`src/rtl/pipe_hazard_ctrl.sv`:
```
// Pipeline hazard controller: per-stage stall/squash generation, interrupt drain FSM
// with completion handshake, and a saturating stall-cycle counter.
package pipe_hazard_pkg;
  typedef enum logic [1:0] {
    PLUS_4     = 2'd0,
    BRANCH_TGT = 2'd1,
    JUMP_TGT   = 2'd2,
    TRAP_TGT   = 2'd3
  } pc_src_e;

  typedef struct packed {
    logic stall;
    logic squash;
  } stage_ctrl_t;
endpackage

module pipe_hazard_ctrl
  import pipe_hazard_pkg::*;
#(
  parameter int DEPTH     = 5,
  parameter int BC_STAGE  = 2,
  parameter int EX_STAGE  = 2,
  parameter int MEM_STAGE = 3,
  parameter int CNT_W     = 32
) (
  input  logic                    clk_i,
  input  logic                    rst_ni,
  input  logic                    mem_acc_stall_i,
  input  logic                    mem_read_stall_i,
  input  pc_src_e                 pc_src_i,
  input  logic                    csr_mret_i,
  input  logic                    csr_flush_i,
  input  logic                    load_use_stall_i,
  output logic                    flush_busy_o,
  output logic                    flush_done_o,
  output logic [CNT_W-1:0]        stall_cnt_o,
  output stage_ctrl_t [DEPTH-1:0] stage_ctrl_ao
);

  if (!(BC_STAGE > 0 && BC_STAGE <= EX_STAGE && EX_STAGE < MEM_STAGE &&
        MEM_STAGE < DEPTH && CNT_W >= 1)) begin : g_bad_params
    $error("pipe_hazard_ctrl: illegal stage indices or counter width");
  end

  localparam int DCW = (EX_STAGE > 1) ? $clog2(EX_STAGE + 1) : 1;

  typedef enum logic [1:0] {
    IDLE  = 2'd0,
    DRAIN = 2'd1,
    DONE  = 2'd2
  } flush_state_e;

  flush_state_e   state_q, state_d;
  logic [DCW-1:0] drain_cnt_q, drain_cnt_d;
  logic [CNT_W-1:0] stall_cnt_q, stall_cnt_d;

  logic mem_stall;
  logic redirect;
  logic flush_rule;

  assign mem_stall = mem_acc_stall_i | mem_read_stall_i;
  assign redirect  = (pc_src_i != PLUS_4) | csr_mret_i;
  // Rule 4 is suppressed while reset is held so the controls reflect live inputs only.
  assign flush_rule = rst_ni & ((state_q == DRAIN) | ((state_q == IDLE) & csr_flush_i));

  always_comb begin
    stage_ctrl_ao = '0;
    if (mem_stall) begin
      for (int i = 0; i < DEPTH; i++) begin
        if (i <= MEM_STAGE) stage_ctrl_ao[i].stall = 1'b1;
      end
      stage_ctrl_ao[MEM_STAGE].squash = 1'b1;
    end else begin
      if (load_use_stall_i) begin
        for (int i = 0; i < DEPTH; i++) begin
          if (i <= EX_STAGE) stage_ctrl_ao[i].stall = 1'b1;
        end
        stage_ctrl_ao[EX_STAGE].squash = 1'b1;
      end else if (redirect) begin
        for (int i = 0; i < DEPTH; i++) begin
          if (i < BC_STAGE) stage_ctrl_ao[i].squash = 1'b1;
        end
      end
      if (flush_rule) begin
        stage_ctrl_ao[0].stall  = 1'b1;
        stage_ctrl_ao[0].squash = 1'b1;
      end
    end
  end

  always_ff @(posedge clk_i or negedge rst_ni) begin
    if (!rst_ni) begin
      state_q     <= IDLE;
      drain_cnt_q <= '0;
      stall_cnt_q <= '0;
    end else begin
      state_q     <= state_d;
      drain_cnt_q <= drain_cnt_d;
      stall_cnt_q <= stall_cnt_d;
    end
  end

  // Drain advances only on cycles where the pipeline actually moves.
  always_comb begin
    state_d     = state_q;
    drain_cnt_d = drain_cnt_q;
    case (state_q)
      IDLE: begin
        if (csr_flush_i) begin
          state_d     = DRAIN;
          drain_cnt_d = '0;
        end
      end
      DRAIN: begin
        if (!mem_stall) begin
          if (drain_cnt_q == DCW'(EX_STAGE)) begin
            state_d     = DONE;
            drain_cnt_d = '0;
          end else begin
            drain_cnt_d = drain_cnt_q + 1'b1;
          end
        end
      end
      DONE:    state_d = IDLE;
      default: state_d = IDLE;
    endcase
  end

  always_comb begin
    flush_busy_o = (state_q == DRAIN);
    flush_done_o = (state_q == DONE);
  end

  always_comb begin
    stall_cnt_d = stall_cnt_q;
    if (stage_ctrl_ao[0].stall && (stall_cnt_q != {CNT_W{1'b1}})) begin
      stall_cnt_d = stall_cnt_q + 1'b1;
    end
  end

  assign stall_cnt_o = stall_cnt_q;

endmodule

```
`config.mk`:
```
export PLATFORM = sky130hd
export DESIGN_NAME = pipe_hazard_ctrl
export DESIGN_NICKNAME = d
export VERILOG_FILES = /design/src/rtl/pipe_hazard_ctrl.sv
export SDC_FILE = /design/constraint.sdc
export NUM_CORES = 1
export LEC_CHECK = 0
export CORE_MARGIN = 1
export CORE_UTILIZATION = 38
export CTS_BUF_LIST = sky130_fd_sc_hd__clkbuf_8
export DETAILED_ROUTE_END_ITERATION = 12
export GPL_TIMING_DRIVEN = 0
export PLACE_DENSITY = 0.73
export SLEW_MARGIN = 20
export SYNTH_ARGS = -nofsm -noshare
export SYNTH_HDL_FRONTEND = slang
export SYNTH_SLANG_ARGS = --single-unit
export TNS_END_PERCENT = 5
```
`constraint.sdc`:
```
create_clock -name clk_i -period 2.3 [get_ports clk_i]
set_input_delay 0.575 -clock clk_i [delete_from_list [all_inputs] [get_ports clk_i]]
set_output_delay 0.575 -clock clk_i [all_outputs]
set_load 0.02 [all_outputs]
```
==> impl_metrics.yaml, run 1 <==
critical_path:
  regToRegSetupSlack_ns: 0.18
  slowest_stage: "clkdlybuf4s50_1"
  r2r_cells: 7
  cp_cell_sequence: "clkdlybuf4s50_1 > o21ba_4 > a21oi_4 > clkinvlp_4 > buf_6"
  crit_type: "primary input to output port"
  rr_startpoint: "stall_cnt_o[0]"
  worstPathRequired_ns: 1.73
  path_buf_inv: 3
  crit_family: "buffers and inverters"
  cpPeakStageDelay_ns: 0.43
  r2r_end: "stall_cnt_o[25]"
  path_depth: 5
  cp_data_arrival_time_ns: 1.70
  critPathMaxFanout: 2
  startpoint_type: "primary input"
  cp-end-kind: "output port"
detailed_routing:
  via_per_inst: 5.28
  dr.first_iter.drc_count: 106
  totalWireLength_mm: 4.45
  ant_nets: 0
  remaining_drc_errors: 0
  wire_per_inst_um: 14.4
  num_vias: 1626
  drtPass1Iterations: 4
finish:
  layout_commonest_cell: "clkdlybuf4s50_1"
  final_area_sq_mm: 0.00263
  diodes: 0
  stdcell_count: 308
  nets: 253
  mostFrequentLayoutCells: "clkdlybuf4s50_1 (38), dfrtp_1 (36), xnor2_1 (21)"
  drive_gt1_share_pct: 15.4
  area_growth_syn_to_layout_pct: 35.6
clock_tree:
  clockBufferDepth: 2
  cts.htree.levels: 2
  cts_tree: "done"
  cts_inserted_buffers: 5
  path_clk_slew_ns: 0.07
  clock_sinks: 36
  cts-root-buf: "clkbuf_8"
  clkLatencyLatePin_ns: 0.29
global_routing:
  grt_max_degree: 22
  grt_pass1_vias: 1671
  grt.overflow.total: 0
  grt.total_usage_pct: 19.0
  antenna_found_initial: 0
  grt_pass1_wl_mm: 7.66
pwr:
  vdd_drop_max_mv: 0.577
  p_leak_uw: 0.00114
  p_per_area_mw_per_mm2: 709
  p_total_uw: 1860
floorplanning:
  dieArea_sq_mm: 0.00539
  rows: 25
  start_util_pct: 40.2
  coreArea_sq_mm: 0.00482
  die_w_um: 73.4
  io_pins: 53
  die_h_um: 73.4
sta:
  period_needed_ns: 2.27
  hold_ws_ns: 0.186
  slew_viol_final: 0
  clock.fmax_mhz: 440
  worstMarginPinSlew_ns: 0.523
  finalHoldViolCount: 0
  fin_skew_ns: 0.00423
  fin_tns_setup_ns: 0
  slew_headroom_pct: 64.9
  rsz0062_at_grt: "false"
  fin_crit_sh_pct: 98.8
  finalSetupViolations: 0
placement:
  place_inst: 304
  globalplace.congestion: 0.808
  port_buffers: 50
  hpwl_mm: 3.19
  placed_area_sq_mm: 0.00255
synth:
  async_flop_share_pct: 100
  synth_area_per_cell_sq_um: 10.5
  synth-seq-cells: 36
  synthFlopType: "dfrtp_1"
  yosysSeqAreaShare_pct: 46.5
  ys_warn_count: 0
  syn_area_sq_mm: 0.00194
  yosys.cell_types.count: 45
  synth_cells: 185
  synth_edf_count: 0
flow_run:
  cap_violations: 0
min_path:
  min_path_type: "primary input to async pin"
run_status:
  status: "finished, final reports clean"
-- area by class of cell --
cell class                 count  area [sq um]
timing repair buffer          53           529
tap                           67          83.8
sequential                    36           901
inverter                       4          18.8
multi-input combinational    137           978
clock buffer                   5          68.8
fill                         469          2190
buffer                         6          48.8
-- synthesized netlist by cell type (2+ instances only) --
library cell / count / area (sq um)
dfrtp_1: 36 / 901
xnor2_1: 21 / 184
nand4_1: 15 / 93.8
nand2_1: 13 / 48.8
nand3_1: 10 / 50.1
nor3_1: 10 / 50.1
and3_1: 8 / 50.1
nor2_1: 8 / 30.0
xor2_1: 7 / 61.3
buf_4: 5 / 37.5
inv_1: 4 / 15.0
nor4_1: 4 / 25.0
a22o_1: 3 / 26.3
and4_4: 3 / 33.8
a31oi_1: 2 / 12.5
a41oi_1: 2 / 17.5
and3_2: 2 / 15.0
clkbuf_1: 2 / 7.51
nor2b_1: 2 / 12.5
nor3_2: 2 / 20.0
or2_2: 2 / 12.5
-- logic make-up (layout without fill, tap and decap cells) --
group	count (synthesis)	count (layout)	share of synthesized area, %
other	1	2	0.193
adders and majority gates	1	1	0.645
muxes	1	1	0.581
DFF	36	36	46.5
buffers and inverters	13	68	3.94
xor gates and xnor gates	29	29	13.5
and+or+nand+nor	89	89	28.1
AOI/OAI and AO/OA	15	15	6.52
-- worst max-delay path by stage --
stage | from | to | slack, ns
2_1_floorplan | mem_read_stall_i | stage_ctrl_ao[1] | 0.03
4_1_cts | rst_ni | stage_ctrl_ao[0] | 0.01
5_1_grt | csr_flush_i | stage_ctrl_ao[1] | 0.0005
3_3_place_gp | rst_ni | stage_ctrl_ao[1] | -1.88
6_report | csr_flush_i | stage_ctrl_ao[1] | 0.03
3_5_place_dp | mem_read_stall_i | stage_ctrl_ao[1] | -0.95
-- registers in the layout, summed over array words and instances, names as in the netlist --
name,cells
stall_cnt_o,32
drain_cnt_q,2
state_q,2
-- layer usage --
layer  vias to the layer above  routed length, um  global-route usage [%]
li1                        777                  -                       -
met1                       794               2020                    24.3
met2                        46               2140                    30.8
met3                         9                207                    4.66
met4                         0                 80                    7.91
met5                         -                  0                       0
-- metrics by stage --
| step | util (%) | setup WS, ns |
|---|---|---|
| global route | 54.6 | 0.000527 |
| detailed placement | 52.9 | -0.946 |
| floorplan | - | 0.0342 |
| CTS | 54.5 | 0.00968 |
| global placement | 52.4 | -1.88 |
| finish | 54.6 | 0.0275 |
-- what timing repair did --
item                                    CTS  global route
pin swaps                                 1             2
gates resized for setup                  22             5
setup buffers                             2             0
endpoints found under the setup margin    9             3
hold buffers                              0             0
-- report_power, final --
| part | switching [uW] | internal (uW) | total (uW) |
|---|---|---|---|
| sequential | 141 | 736 | 877 |
| combinational | 280 | 309 | 589 |
| clock | 204 | 195 | 399 |
| total | 625 | 1240 | 1860 |
Power figures use the tool's default switching activity.
==> run 2, diff against run 1 <==
--- a/config.mk
+++ b/config.mk
@@ -6,11 +6,11 @@
 export NUM_CORES = 1
 export LEC_CHECK = 0
 export CORE_MARGIN = 1
-export CORE_UTILIZATION = 38
+export CORE_UTILIZATION = 45
 export CTS_BUF_LIST = sky130_fd_sc_hd__clkbuf_8
 export DETAILED_ROUTE_END_ITERATION = 12
 export GPL_TIMING_DRIVEN = 0
-export PLACE_DENSITY = 0.73
+export PLACE_DENSITY = 0.82
 export SLEW_MARGIN = 20
 export SYNTH_ARGS = -nofsm -noshare
 export SYNTH_HDL_FRONTEND = slang
==> run 2 against run 1 <==
Effect of this change:
- count of clock-buffer cells in the layout rose by 1
- critical path type unchanged
- largest power group unchanged
- sequential power about the same
- via count is 0.43% higher
- power rose by 2.3%
==> impl_metrics.yaml, run 2 (synthesized netlist as in run 1, its figures left out) <==
critical_path:
  rr_startpoint: "stall_cnt_o[0]"
  critPathMaxFanout: 5
  cp_data_arrival_time_ns: 1.70
  r2r_end: "stall_cnt_o[25]"
  cp-end-kind: "output port"
  startpoint_type: "primary input"
  r2r_cells: 7
  regToRegSetupSlack_ns: 0.17
  crit_type: "primary input to output port"
  worstPathRequired_ns: 1.73
flow_run:
  cap_violations: 0
run_status:
  status: "finished, final reports clean"
placement:
  placed_area_sq_mm: 0.00252
  port_buffers: 50
  pre_cts_slack_ns: -0.949
  hpwl_mm: 3.17
  globalplace.congestion: 0.865
clock_tree:
  cts.htree.levels: 2
  cts-root-buf: "clkbuf_8"
  cts_inserted_buffers: 5
  path_clk_slew_ns: 0.07
  cts_tree: "done"
  clock_sinks: 36
  cts_hold_buf: 0
  clkLatencyLatePin_ns: 0.29
  clockBufferDepth: 2
pwr:
  p_per_area_mw_per_mm2: 732
  p_sw_share_pct: 33.3
  power_frac_clock_pct: 23.6
  p_leak_uw: 0.00115
  seq_power_share_pct: 46.2
  netSwitchingPower_uw: 635
  internal_power_uw: 1270
  vdd_drop_max_mv: 0.691
  p_comb_share_pct: 30.3
floorplanning:
  start_util_pct: 47.8
  rows: 23
  die_w_um: 67.6
  dieArea_sq_mm: 0.00457
  die_h_um: 67.6
  io_pins: 53
  coreArea_sq_mm: 0.00406
finish:
  final_area_sq_mm: 0.00261
  layout_commonest_cell: "clkdlybuf4s50_1"
  fin_util_pct: 64.2
  mostFrequentLayoutCells: "clkdlybuf4s50_1 (38), dfrtp_1 (36), xnor2_1 (21)"
  nets: 253
  largest_reg_flops: 32
  area_growth_syn_to_layout_pct: 34.4
  diodes: 0
  drive_gt1_share_pct: 16.0
  fillCellCount: 341
detailed_routing:
  drtPass1Iterations: 4
  wire_per_inst_um: 14.9
  remaining_drc_errors: 0
  dr.first_iter.drc_count: 110
  num_vias: 1633
  totalWireLength_mm: 4.37
  via_per_inst: 5.55
  ant_nets: 0
global_routing:
  grt.overflow.total: 0
  grt_max_degree: 26
  grt_pass1_wl_mm: 7.36
  antenna_found_initial: 0
  grt.total_usage_pct: 21.9
  grt_pass1_vias: 1609
sta:
  slew_headroom_pct: 65.1
  fin_skew_ns: 0.00350
  fin_crit_sh_pct: 99.1
  slew_viol_final: 0
  period_needed_ns: 2.28
  finalSetupViolations: 0
  finalHoldViolCount: 0
  clock.fmax_mhz: 439
  rsz0062_at_grt: "true"
  fin_ws_ns: 0.0202
  worstMarginPinSlew_ns: 0.522
min_path:
  min_path_type: "primary input to async pin"
[run 2: cell count changes in the layout (fill, tap and decap cells not counted), sizes merged]
cell | previous run | this run
buf | 11 | 12
clkbuf | 6 | 7
clkdlybuf4s15 | 3 | 0
dlygate4sd2 | 6 | 8
inv | 3 | 5
[run 2: what timing repair did]
action                     CTS  global route
pin swaps                    1             1
setup endpoints to repair    9             2
gates resized for setup     23             1
setup buffers                2             0
[run 2: critical path, stage by stage]
cell           delay [ns]
dlygate4sd2_1        0.24
or3_4                0.42
a21oi_4              0.18
clkinvlp_4           0.15
buf_6                0.15
[run 2: how the worst max path moves through the flow]
| stage | startpoint | slack, ns | end | cells after the start |
|---|---|---|---|---|
| floorplan | mem_read_stall_i | 0.03 | stage_ctrl_ao[1] | 5 |
| global placement | rst_ni | -1.84 | stage_ctrl_ao[1] | 5 |
| detailed placement | mem_read_stall_i | -0.95 | stage_ctrl_ao[1] | 7 |
| CTS | csr_flush_i | 0.02 | stage_ctrl_ao[1] | 5 |
| global route | load_use_stall_i | -0.02 | stage_ctrl_ao[1] | 5 |
| finish | load_use_stall_i | 0.02 | stage_ctrl_ao[1] | 5 |
[run 2: area by class of cell]
class	count	area, sq um	share of cell area, %
Timing Repair Buffer	53	512	19.6
Clock buffer	6	82.6	3.17
Clock inverter	2	7.51	0.288
Sequential cell	36	901	34.6
Inverter	4	18.8	0.720
Tap cell	50	62.6	2.40
Buffer	6	48.8	1.87
Multi-Input combinational cell	137	972	37.3
[run 2: per-layer routing]
layer	global-route usage, %	wire [um]	up-vias
met2	34.3	2020	51
li1	-	-	785
met3	7.26	257	4
met4	7.45	36	0
met1	28.1	2060	793
met5	0	0	-
[run 2: power by group through the flow]
stage | Clock [uW] | Combinational (uW) | Sequential (uW)
after detailed placement | 0 | 585 | 886
after global routing | 496 | 629 | 897
after floorplan | 0 | 244 | 951
after CTS | 464 | 585 | 877
after global placement | 0 | 566 | 882
final | 450 | 577 | 880
[run 2: stage by stage]
step,cells,TNS [ns],power (uW),hold slack [ns]
after global placement,286,-49.08,1450,0.484
after CTS,294,0,1930,0.177
final,294,0,1910,0.175
after detailed placement,287,-8.03,1470,0.494
after global routing,294,-0.0180,2020,0.188
after floorplan,186,0,1200,0.279
